==> src/rtl/fetch_unit_pkg.sv <==
// Shared types and constants for the instruction fetch front end.
// Latency: n/a (declarations only).
// Backpressure: n/a.
package fetch_unit_pkg;

  localparam int PC_W = 32;
  localparam int INSTR_W = 32;

  // addi x0,x0,0 : the encoding ID sees whenever IF/ID holds a bubble
  localparam logic [INSTR_W-1:0] NOP_ENC = 32'h0000_0013;
  localparam logic [PC_W-1:0] RESET_PC_DEF = 32'h0000_0000;

  // FETCH: request at PC; HELD: buffered instr waiting out a stall;
  // DRAIN: stale request from before a redirect still in flight
  typedef enum logic [1:0] {
    FETCH = 2'd0,
    HELD  = 2'd1,
    DRAIN = 2'd2
  } fetch_state_t;

  // Sequential PC step; wraps modulo 2^32 with no overflow indication
  function automatic logic [PC_W-1:0] pc_next(input logic [PC_W-1:0] pc);
    return pc + 32'd4;
  endfunction

endpackage

==> src/rtl/fetch_unit_if.sv <==
// Instruction-memory request/response bundle between fetch and imem.
// Latency: request completes in the cycle ready is high.
// Backpressure: ready low holds the request and its address unchanged.
interface fetch_unit_if;
  import fetch_unit_pkg::*;

  logic               req;
  logic [PC_W-1:0]    addr;
  logic               ready;
  logic [INSTR_W-1:0] rdata;

  modport master (output req, output addr, input ready, input rdata);
  modport slave  (input req, input addr, output ready, output rdata);

endinterface

==> src/rtl/fetch_unit_if_id_reg.sv <==
// IF/ID pipeline register with write enable and squash-to-bubble.
// Latency: 1 cycle from inputs to outputs.
// Backpressure: write_en low holds contents; squash overrides write_en.
module fetch_unit_if_id_reg
  import fetch_unit_pkg::*;
#(
  parameter logic [INSTR_W-1:0] NOP_INSTR = NOP_ENC
) (
  input  logic               clk,
  input  logic               rst_n,
  input  logic               write_en,
  input  logic               squash,
  input  logic [PC_W-1:0]    in_pc,
  input  logic [INSTR_W-1:0] in_instr,
  input  logic               in_valid,
  output logic [PC_W-1:0]    pc,
  output logic [INSTR_W-1:0] instr,
  output logic               valid
);

  // Bubble on reset or squash, otherwise load when enabled, else hold
  always_ff @(posedge clk) begin
    if (!rst_n || squash) begin
      pc    <= '0;
      instr <= NOP_INSTR;
      valid <= 1'b0;
    end else if (write_en) begin
      pc    <= in_pc;
      instr <= in_instr;
      valid <= in_valid;
    end
  end

endmodule

==> src/rtl/fetch_unit.sv <==
// PC register, imem request FSM, one-entry hold buffer feeding IF/ID.
// Latency: PC issued in cycle N with ready high appears on ID in cycle N+1.
// Backpressure: stall parks a completed fetch in the hold buffer; ready low holds the request.
module fetch_unit
  import fetch_unit_pkg::*;
#(
  parameter logic [PC_W-1:0]    RESET_PC  = RESET_PC_DEF,
  parameter logic [INSTR_W-1:0] NOP_INSTR = NOP_ENC
) (
  input  logic               clk_i,
  input  logic               rst_i,
  input  logic               PCWrite_i,
  input  logic               IF_ID_write_i,
  input  logic               Flush_i,
  input  logic [PC_W-1:0]    Branch_target_i,
  fetch_unit_if.master       imem,
  output logic [PC_W-1:0]    ID_PC_o,
  output logic [INSTR_W-1:0] ID_Instruction_o,
  output logic               ID_valid_o
);

  fetch_state_t       state;
  logic [PC_W-1:0]    pc;
  logic [PC_W-1:0]    drain_addr;
  logic [INSTR_W-1:0] hold_buf;

  logic               stall;
  logic               fetch_done;
  logic               avail;
  logic               req_stuck;
  logic [INSTR_W-1:0] instr;
  logic               id_write;
  logic               id_squash;

  // The hazard unit drives both enables together; either low means stall
  assign stall = !PCWrite_i || !IF_ID_write_i;

  // No request while in reset or while the buffer already holds the next instr.
  // DRAIN keeps presenting the pre-redirect address until the memory retires it.
  assign imem.req  = rst_i && (state != HELD);
  assign imem.addr = (state == DRAIN) ? drain_addr : pc;

  assign fetch_done = (state == FETCH) && imem.req && imem.ready;
  assign avail      = fetch_done || (state == HELD);
  assign req_stuck  = imem.req && !imem.ready;
  assign instr      = (state == HELD) ? hold_buf : imem.rdata;

  // Load on a real instruction; bubble on flush or when nothing arrived
  // and ID is free to advance. Under stall with no flush, IF/ID holds.
  assign id_write  = avail && !stall;
  assign id_squash = Flush_i || (!stall && !avail);

  // Fetch FSM, PC and hold buffer; flush outranks stall in every state
  always_ff @(posedge clk_i) begin
    if (!rst_i) begin
      state      <= FETCH;
      pc         <= RESET_PC;
      hold_buf   <= '0;
      drain_addr <= '0;
    end else if (Flush_i) begin
      pc       <= Branch_target_i;
      hold_buf <= '0;
      if (req_stuck) begin
        // Remember whichever address is in flight (old PC, or the
        // original stale address when already draining)
        drain_addr <= imem.addr;
        state      <= DRAIN;
      end else begin
        state <= FETCH;
      end
    end else begin
      case (state)
        FETCH: begin
          if (avail) begin
            if (stall) begin
              hold_buf <= instr;
              state    <= HELD;
            end else begin
              pc <= pc_next(pc);
            end
          end
        end
        HELD: begin
          if (!stall) begin
            pc    <= pc_next(pc);
            state <= FETCH;
          end
        end
        DRAIN: begin
          if (imem.ready) begin
            state <= FETCH;
          end
        end
        default: state <= FETCH;
      endcase
    end
  end

  fetch_unit_if_id_reg #(
    .NOP_INSTR (NOP_INSTR)
  ) u_if_id (
    .clk      (clk_i),
    .rst_n    (rst_i),
    .write_en (id_write),
    .squash   (id_squash),
    .in_pc    (pc),
    .in_instr (instr),
    .in_valid (1'b1),
    .pc       (ID_PC_o),
    .instr    (ID_Instruction_o),
    .valid    (ID_valid_o)
  );

endmodule

==> src/flat_wrapper.sv <==
// flat-port wrapper written by rule: the top's interface ports become plain ports
module fetch_unit_flat import fetch_unit_pkg::*;
#(
  parameter logic [PC_W-1:0]    RESET_PC  = RESET_PC_DEF,
  parameter logic [INSTR_W-1:0] NOP_INSTR = NOP_ENC
)
  (clk_i, rst_i, PCWrite_i, IF_ID_write_i, Flush_i, Branch_target_i, ID_PC_o, ID_Instruction_o, ID_valid_o, imem_req, imem_addr, imem_ready, imem_rdata);
  fetch_unit_if imem_i ();
  input  logic clk_i;
  input  logic rst_i;
  input  logic PCWrite_i;
  input  logic IF_ID_write_i;
  input  logic Flush_i;
  input  logic [PC_W-1:0] Branch_target_i;
  output logic [PC_W-1:0] ID_PC_o;
  output logic [INSTR_W-1:0] ID_Instruction_o;
  output logic ID_valid_o;
  output wire logic [$bits(imem_i.req)-1:0] imem_req;
  output wire logic [$bits(imem_i.addr)-1:0] imem_addr;
  input wire logic [$bits(imem_i.ready)-1:0] imem_ready;
  input wire logic [$bits(imem_i.rdata)-1:0] imem_rdata;
  assign imem_req = imem_i.req;
  assign imem_addr = imem_i.addr;
  assign imem_i.ready = imem_ready;
  assign imem_i.rdata = imem_rdata;
  fetch_unit #(.RESET_PC(RESET_PC), .NOP_INSTR(NOP_INSTR)) u_core (.clk_i(clk_i), .rst_i(rst_i), .PCWrite_i(PCWrite_i), .IF_ID_write_i(IF_ID_write_i), .Flush_i(Flush_i), .Branch_target_i(Branch_target_i), .imem(imem_i), .ID_PC_o(ID_PC_o), .ID_Instruction_o(ID_Instruction_o), .ID_valid_o(ID_valid_o));
endmodule
==> config.mk <==
export PLATFORM = sky130hd
export DESIGN_NAME = fetch_unit_flat
export DESIGN_NICKNAME = d
export VERILOG_FILES = /design/src/rtl/fetch_unit_pkg.sv /design/src/rtl/fetch_unit_if.sv /design/src/rtl/fetch_unit_if_id_reg.sv /design/src/rtl/fetch_unit.sv /design/src/flat_wrapper.sv
export SDC_FILE = /design/constraint.sdc
export NUM_CORES = 1
export LEC_CHECK = 0
export CAP_MARGIN = 20
export CORE_MARGIN = 2
export CORE_UTILIZATION = 26
export DETAILED_ROUTE_END_ITERATION = 16
export PLACE_DENSITY = 0.5
export REMOVE_ABC_BUFFERS = 1
export SYNTH_ARGS = -nofsm -noshare
export SYNTH_HDL_FRONTEND = slang
export SYNTH_SLANG_ARGS = --single-unit
export TNS_END_PERCENT = 1
==> constraint.sdc <==
create_clock -name clk_i -period 2.5 [get_ports clk_i]
set_input_delay 0.625 -clock clk_i [delete_from_list [all_inputs] [get_ports clk_i]]
set_output_delay 0.625 -clock clk_i [all_outputs]
set_load 0.01 [all_outputs]
==> results.toml, run 1 <==
[status]
status = "completed"

[place]
place_congestion = 0.751
post-place-ws_ns = -0.0754
place_inst = 1256
detailed_place_hpwl_mm = 15.2
portBuffers = 167

[cts]
cts_tree = "done"
clk_pin_slew_ns = 0.06
h-tree-depth = 4
clock_latency_ns = 0.42
clockBufferDepth = 2
cts_sinks = 163
cts_buffers = 17
clockRootBuffer = "clkbuf_16"

[floorplanning]
rows = 60
die_w_um = 169
core-area_um2 = 26900
start_util_pct = 26.3
num_io_pins = 168
dieArea_um2 = 28600
dieHeight_um = 169

[logic_synthesis]
synth_area_leader_cell = "dfxtp_1"
ys_warn_count = 0
synthArstFlopShare_pct = 0
syn-instance-count = 777
synthTopCellsByArea = "dfxtp_1 (46%), mux2i_1 (8.3%), nor2_1 (7.0%)"
syn_area_per_cell_um2 = 9.11
synth_seq_cells = 163
synth_ff_type = "dfxtp_1"
synth_edf_count = 0
yosysTopAreaCellShare_pct = 46.1
ys_types = 54
syn_area_um2 = 7080
ys_seq_area_share_pct = 46.1

[critical_path]
cp_max_fo = 11
reg2reg_depth = 5
cp.required_ns = 1.88
arrival_ns = 1.81
crit_path_end_kind = "output port"
worst_setup_path_start_kind = "flip-flop"
critPathKind = "reg -> out"

[power_and_ir_drop]
clkPwrFrac_pct = 42.9
power_switching_uw = 1570
p_leak_uw = 0.00366
share_seq_of_total_power_pct = 45.0
max-vdd-ir-drop_v = 0.000331
fin_total_pwr_uw = 6150
powerDensity_nw_per_um2 = 622
power_frac_comb_pct = 12.2
intPower_uw = 4580
swShare_pct = 25.5

[routing]
dr.pass1.iters = 5
drcViolationCount = 0
ant_nets = 0
wl_per_cell_um = 17.4
viasPerCell = 4.89
vias = 6321
finalWirelength_mm = 22.5
drt-initial-drc-count = 403

[global_routing]
track_usage_pct = 15.7
grt_pass1_wl_mm = 35.1
grt_pass1_vias = 6058
overflow = 0
grt_antenna_before_repair = 1
grt_max_degree = 47

[timing]
max_slew_margin_pct = 62.3
finalSetupViolCount = 0
fin_crit_ns = 2.44
skew_ns = 0.00899
rsz0062_at_grt = "false"
final_hold_viol_count = 0
fin_ws_ns = 0.0629
slew_viol_final = 0
fmax_mhz = 410
period_share_pct = 97.5
tightest_slew_ns = 0.565

[cells_and_area]
finalNonFillerCells = 1292
final_nets = 1009
antenna_cells = 0
area_growth_pct = 39.8
drive_gt1_share_pct = 14.3

[flow_run]
maxCapViolations = 0

[worst_hold_path]
hold_path.class = "reg -> reg"
hold_depth = 2
routing by layer:
metal / track usage (%) / vias to the layer above / share of wire (%) / wire [um]
met5: 0 / - / 0.053 / 12
met4: 3.34 / 2 / 0.82 / 184
met3: 3.34 / 15 / 4.9 / 1100
met2: 24.6 / 177 / 44 / 9950
met1: 22.3 / 2979 / 50 / 11300
li1: - / 3148 / - / -
cell usage in the layout (no fill, tap or decap), types with 4 or more instances in the layout:
cell	Yosys	final
and3_1	8	8
nor2b_1	6	5
buf_12	0	8
a211oi_1	49	49
or3_1	9	9
a21oi_1	23	23
o31ai_1	4	4
nor3_1	6	6
mux2i_1	59	59
a31oi_1	9	9
mux2_2	31	30
dlygate4sd2_1	0	10
o21ai_0	28	28
xnor2_1	4	4
nand3_1	10	10
nor4_1	6	6
a311oi_1	4	4
a22oi_1	31	31
clkbuf_16	0	17
nand4_1	16	16
dfxtp_1	163	162
clkbuf_2	2	18
inv_1	4	4
o22ai_1	7	7
nor2_1	132	131
buf_4	0	32
or4_1	6	6
and2_1	4	4
clkdlybuf4s50_1	0	134
a211o_1	4	4
and4_1	8	7
nand2_1	40	39
mux2_1	8	6
cell families (layout without fill, tap and decap cells):
logic type | Yosys count | count (layout) | share of synthesized area [%]
buf+inv | 74 | 248 | 4.10
simple gates | 259 | 259 | 17.2
flops | 163 | 163 | 46.1
compound gates | 174 | 174 | 16.8
xor+xnor | 7 | 7 | 0.866
fa+ha+maj | 2 | 2 | 0.318
mux | 98 | 98 | 14.6
repair_timing:
item	4_1_cts	5_1_grt
resized for setup	62	23
hold buffers	0	0
endpoints found under the setup margin	33	23
setup buffers	3	0
gates cloned	1	0
worst max-delay path, cell delays in order (launching register included):
cell,delay [ns]
dfxtp_2,0.32
nor2b_4,0.20
buf_6,0.15
buf_16,0.14
mux2_2,0.35
clkdlybuf4s15_2,0.23
cells in the mapped netlist (all sizes together), types with 8 or more instances:
library cell  count
and4              8
a21oi            23
nand4            16
dfxtp           163
mux2i            59
and3              8
a22oi            31
clkbuf           55
a31oi             9
mux2             39
o21ai            28
or3               9
nand2            40
a211oi           49
nor2            132
nand3            11
buf              14
layout make-up:
class	count	area [um^2]
clock buffers	21	460
multi-input cells	540	3560
well taps	341	427
flip-flops and latches	163	3260
fillers	2757	17000
inverters	5	18.8
clock inverters	11	128
repair buffers	211	2030
metrics by stage:
stage	utilization (%)	TNS (ns)	hold WS [ns]	instance area, um^2
floorplan	-	-147.12	0.434	6810
global placement	34.7	-0.126	0.441	9330
detailed placement	34.7	-0.300	0.448	9330
CTS	37.1	-0.125	0.457	9980
global route	36.8	0	0.475	9900
finish	36.8	0	0.453	9900
state kept, by name, summed over array words and instances (netlist names):
signal                count
u_core.drain_addr        32
u_core.hold_buf          32
u_core.pc                32
u_core.state              2
u_core.u_if_id.instr     32
u_core.u_if_id.pc        32
u_core.u_if_id.valid      1
power groups by stage:
stage | sequential, uW | combinational [uW] | clock, uW
2_1_floorplan | 2800 | 352 | 0
3_3_place_gp | 2820 | 769 | 0
3_5_place_dp | 2820 | 771 | 0
4_1_cts | 2760 | 769 | 2710
5_1_grt | 2780 | 816 | 2810
6_report | 2770 | 749 | 2640
worst paths after layout:
path / endpoint / slack (ns) / from
worst max-delay path: imem_addr[27] / 0.06 / u_core.state[1]$_SDFFE_PN0P_
worst min-delay path: u_core.hold_buf[1]$_SDFFE_PP0P_ / 0.45 / u_core.hold_buf[1]$_SDFFE_PP0P_
worst max register to register: u_core.pc[28]$_SDFFE_PN0P_ / 0.38 / u_core.pc[3]$_SDFFE_PN0P_
worst min register to register: u_core.hold_buf[1]$_SDFFE_PP0P_ / 0.45 / u_core.hold_buf[1]$_SDFFE_PP0P_
Note: power is estimated with default switching activity, not from simulation.
==> run 2: changes to the inputs <==
Settings changed: CORE_MARGIN 2 to 1.5.
==> run 2 against run 1 <==
Effect of this change:
- the run now ends with setup timing left
- largest cell class unchanged
- via count fell by 0.24%
- setup slack got worse by 0.19 ns
- sequential power barely moved
- critical endpoint is now imem_addr[2]
- flip-flop and latch count did not move
- design area rose by 1.7%
- critical path type unchanged
==> results.toml, run 2 (synthesized netlist as in run 1, its figures left out) <==
[cts]
cts_buffers = 17
clock_latency_ns = 0.42
clockBufferDepth = 2
cts_sinks = 163
h-tree-depth = 4
clockRootBuffer = "clkbuf_16"
cts_tree = "done"
clk_pin_slew_ns = 0.06

[global_routing]
grt_max_degree = 55
track_usage_pct = 15.9
use_met1_pct = 21.9
busiest_layer = "met2"
met2_usage_pct = 25.2
grt_pass1_vias = 5926
overflow = 0
grt_antenna_before_repair = 2
grt_pass1_wl_mm = 35.0
grt_use_met3_pct = 3.67

[cells_and_area]
area_growth_pct = 42.2
fin_area_um2 = 10100
drive_gt1_share_pct = 15.4
final_nets = 1015
antenna_cells = 0
final_common_cell = "dfxtp_1"
layout_common_cells = "dfxtp_1 (162), clkdlybuf4s50_1 (141), nor2_1 (131), mux2i_1 (59), a211oi_1 (49)"

[floorplanning]
dieHeight_um = 168
rows = 60
num_io_pins = 168
dieArea_um2 = 28200
die_w_um = 168
start_util_pct = 26.4
core-area_um2 = 26800

[critical_path]
worst_setup_path_start_kind = "flip-flop"
cp_max_fo = 10
arrival_ns = 2.00
crit_path_max_incr_delay_ns = 0.48
cp_slowest_cell = "clkdlybuf4s50_1"
path_delay_family = "buffers and inverters"
cp.required_ns = 1.88
crit_path_end_kind = "output port"
path_cells = "nor2b_4 > buf_8 > mux2_2 > clkdlybuf4s50_1"
path_buf_inv = 2
critPathKind = "reg -> out"

[place]
place_congestion = 0.738
portBuffers = 167
placed_area_um2 = 9420
detailed_place_hpwl_mm = 15.1

[power_and_ir_drop]
powerDensity_nw_per_um2 = 618
max-vdd-ir-drop_v = 0.000386
p_leak_uw = 0.00373
fin_total_pwr_uw = 6220

[timing]
slew_viol_final = 0
fin_ws_ns = -0.126
rsz0062_at_grt = "true"
fin_crit_ns = 2.63
max_slew_margin_pct = 61.9
tightest_slew_ns = 0.572
skew_ns = 0.0107
finalSetupViolCount = 7
period_share_pct = 105
final_hold_viol_count = 0
holdWs_ns = 0.454
fmax_mhz = 381

[worst_hold_path]
hold_path.class = "reg -> reg"

[routing]
viasPerCell = 4.86
vias = 6306
finalWirelength_mm = 22.5
drt-initial-drc-count = 406
wl_per_cell_um = 17.3
drcViolationCount = 0
dr.pass1.iters = 5
ant_nets = 0

[status]
status = "complete, but fails checks"
violations = "setup timing"

[flow_run]
maxCapViolations = 0
[run 2: routing by layer]
metal  vias up  part of all wire [%]
li1       3165                     -
met1      2950                    49
met2       179                    45
met3        12                   5.2
met4         0                  0.80
met5         -                     0
[run 2: where the power goes]
part / switching, uW / total [uW] / internal [uW] / leakage (uW)
Combinational: 392 / 798 / 406 / 0.00212
Sequential: 77.1 / 2750 / 2680 / 0.00133
Clock: 1160 / 2670 / 1510 / 0.000285
[run 2: layout make-up]
| cell class | count | area (um^2) |
|---|---|---|
| flip-flops and latches | 163 | 3270 |
| fillers | 2723 | 16700 |
| repair buffers | 217 | 2160 |
| multi-input cells | 540 | 3600 |
| clock inverters | 14 | 153 |
| inverters | 5 | 18.8 |
| clock buffers | 18 | 439 |
| well taps | 341 | 427 |
[run 2: timing repair]
item	4_1_cts	5_1_grt
gates resized for setup	66	29
hold buffers	0	0
gates cloned	1	0
endpoints found under the setup margin	33	28
setup buffers	1	1
[run 2: final timing paths]
kind | start | endpoint | slack, ns | depth (start not counted)
worst min register to register | u_core.hold_buf[28]$_SDFFE_PP0P_ | u_core.hold_buf[28]$_SDFFE_PP0P_ | 0.45 | 2
worst max-delay path | u_core.state[1]$_SDFFE_PN0P_ | imem_addr[2] | -0.13 | 4
worst max register to register | u_core.pc[12]$_SDFFE_PN0P_ | u_core.pc[31]$_SDFFE_PN0P_ | 0.43 | 4
worst min-delay path | u_core.hold_buf[28]$_SDFFE_PP0P_ | u_core.hold_buf[28]$_SDFFE_PP0P_ | 0.45 | 2
[run 2: worst min-delay path, stage by stage, from the launching register on]
cell and delay [ns]:
dfxtp_1 0.31, nand2_1 0.05, a21oi_1 0.05
[run 2: metrics by stage]
stage                     cells  setup TNS [ns]  util, %  setup slack, ns
after floorplan             708         -147.12        -            -2.20
after global placement     1263          -0.501     35.2           -0.392
after detailed placement   1263          -0.549     35.2           -0.387
after CTS                  1297           -1.87     37.6           -0.237
after global routing       1298           -1.31     37.5           -0.198
final                      1298          -0.774     37.5           -0.126
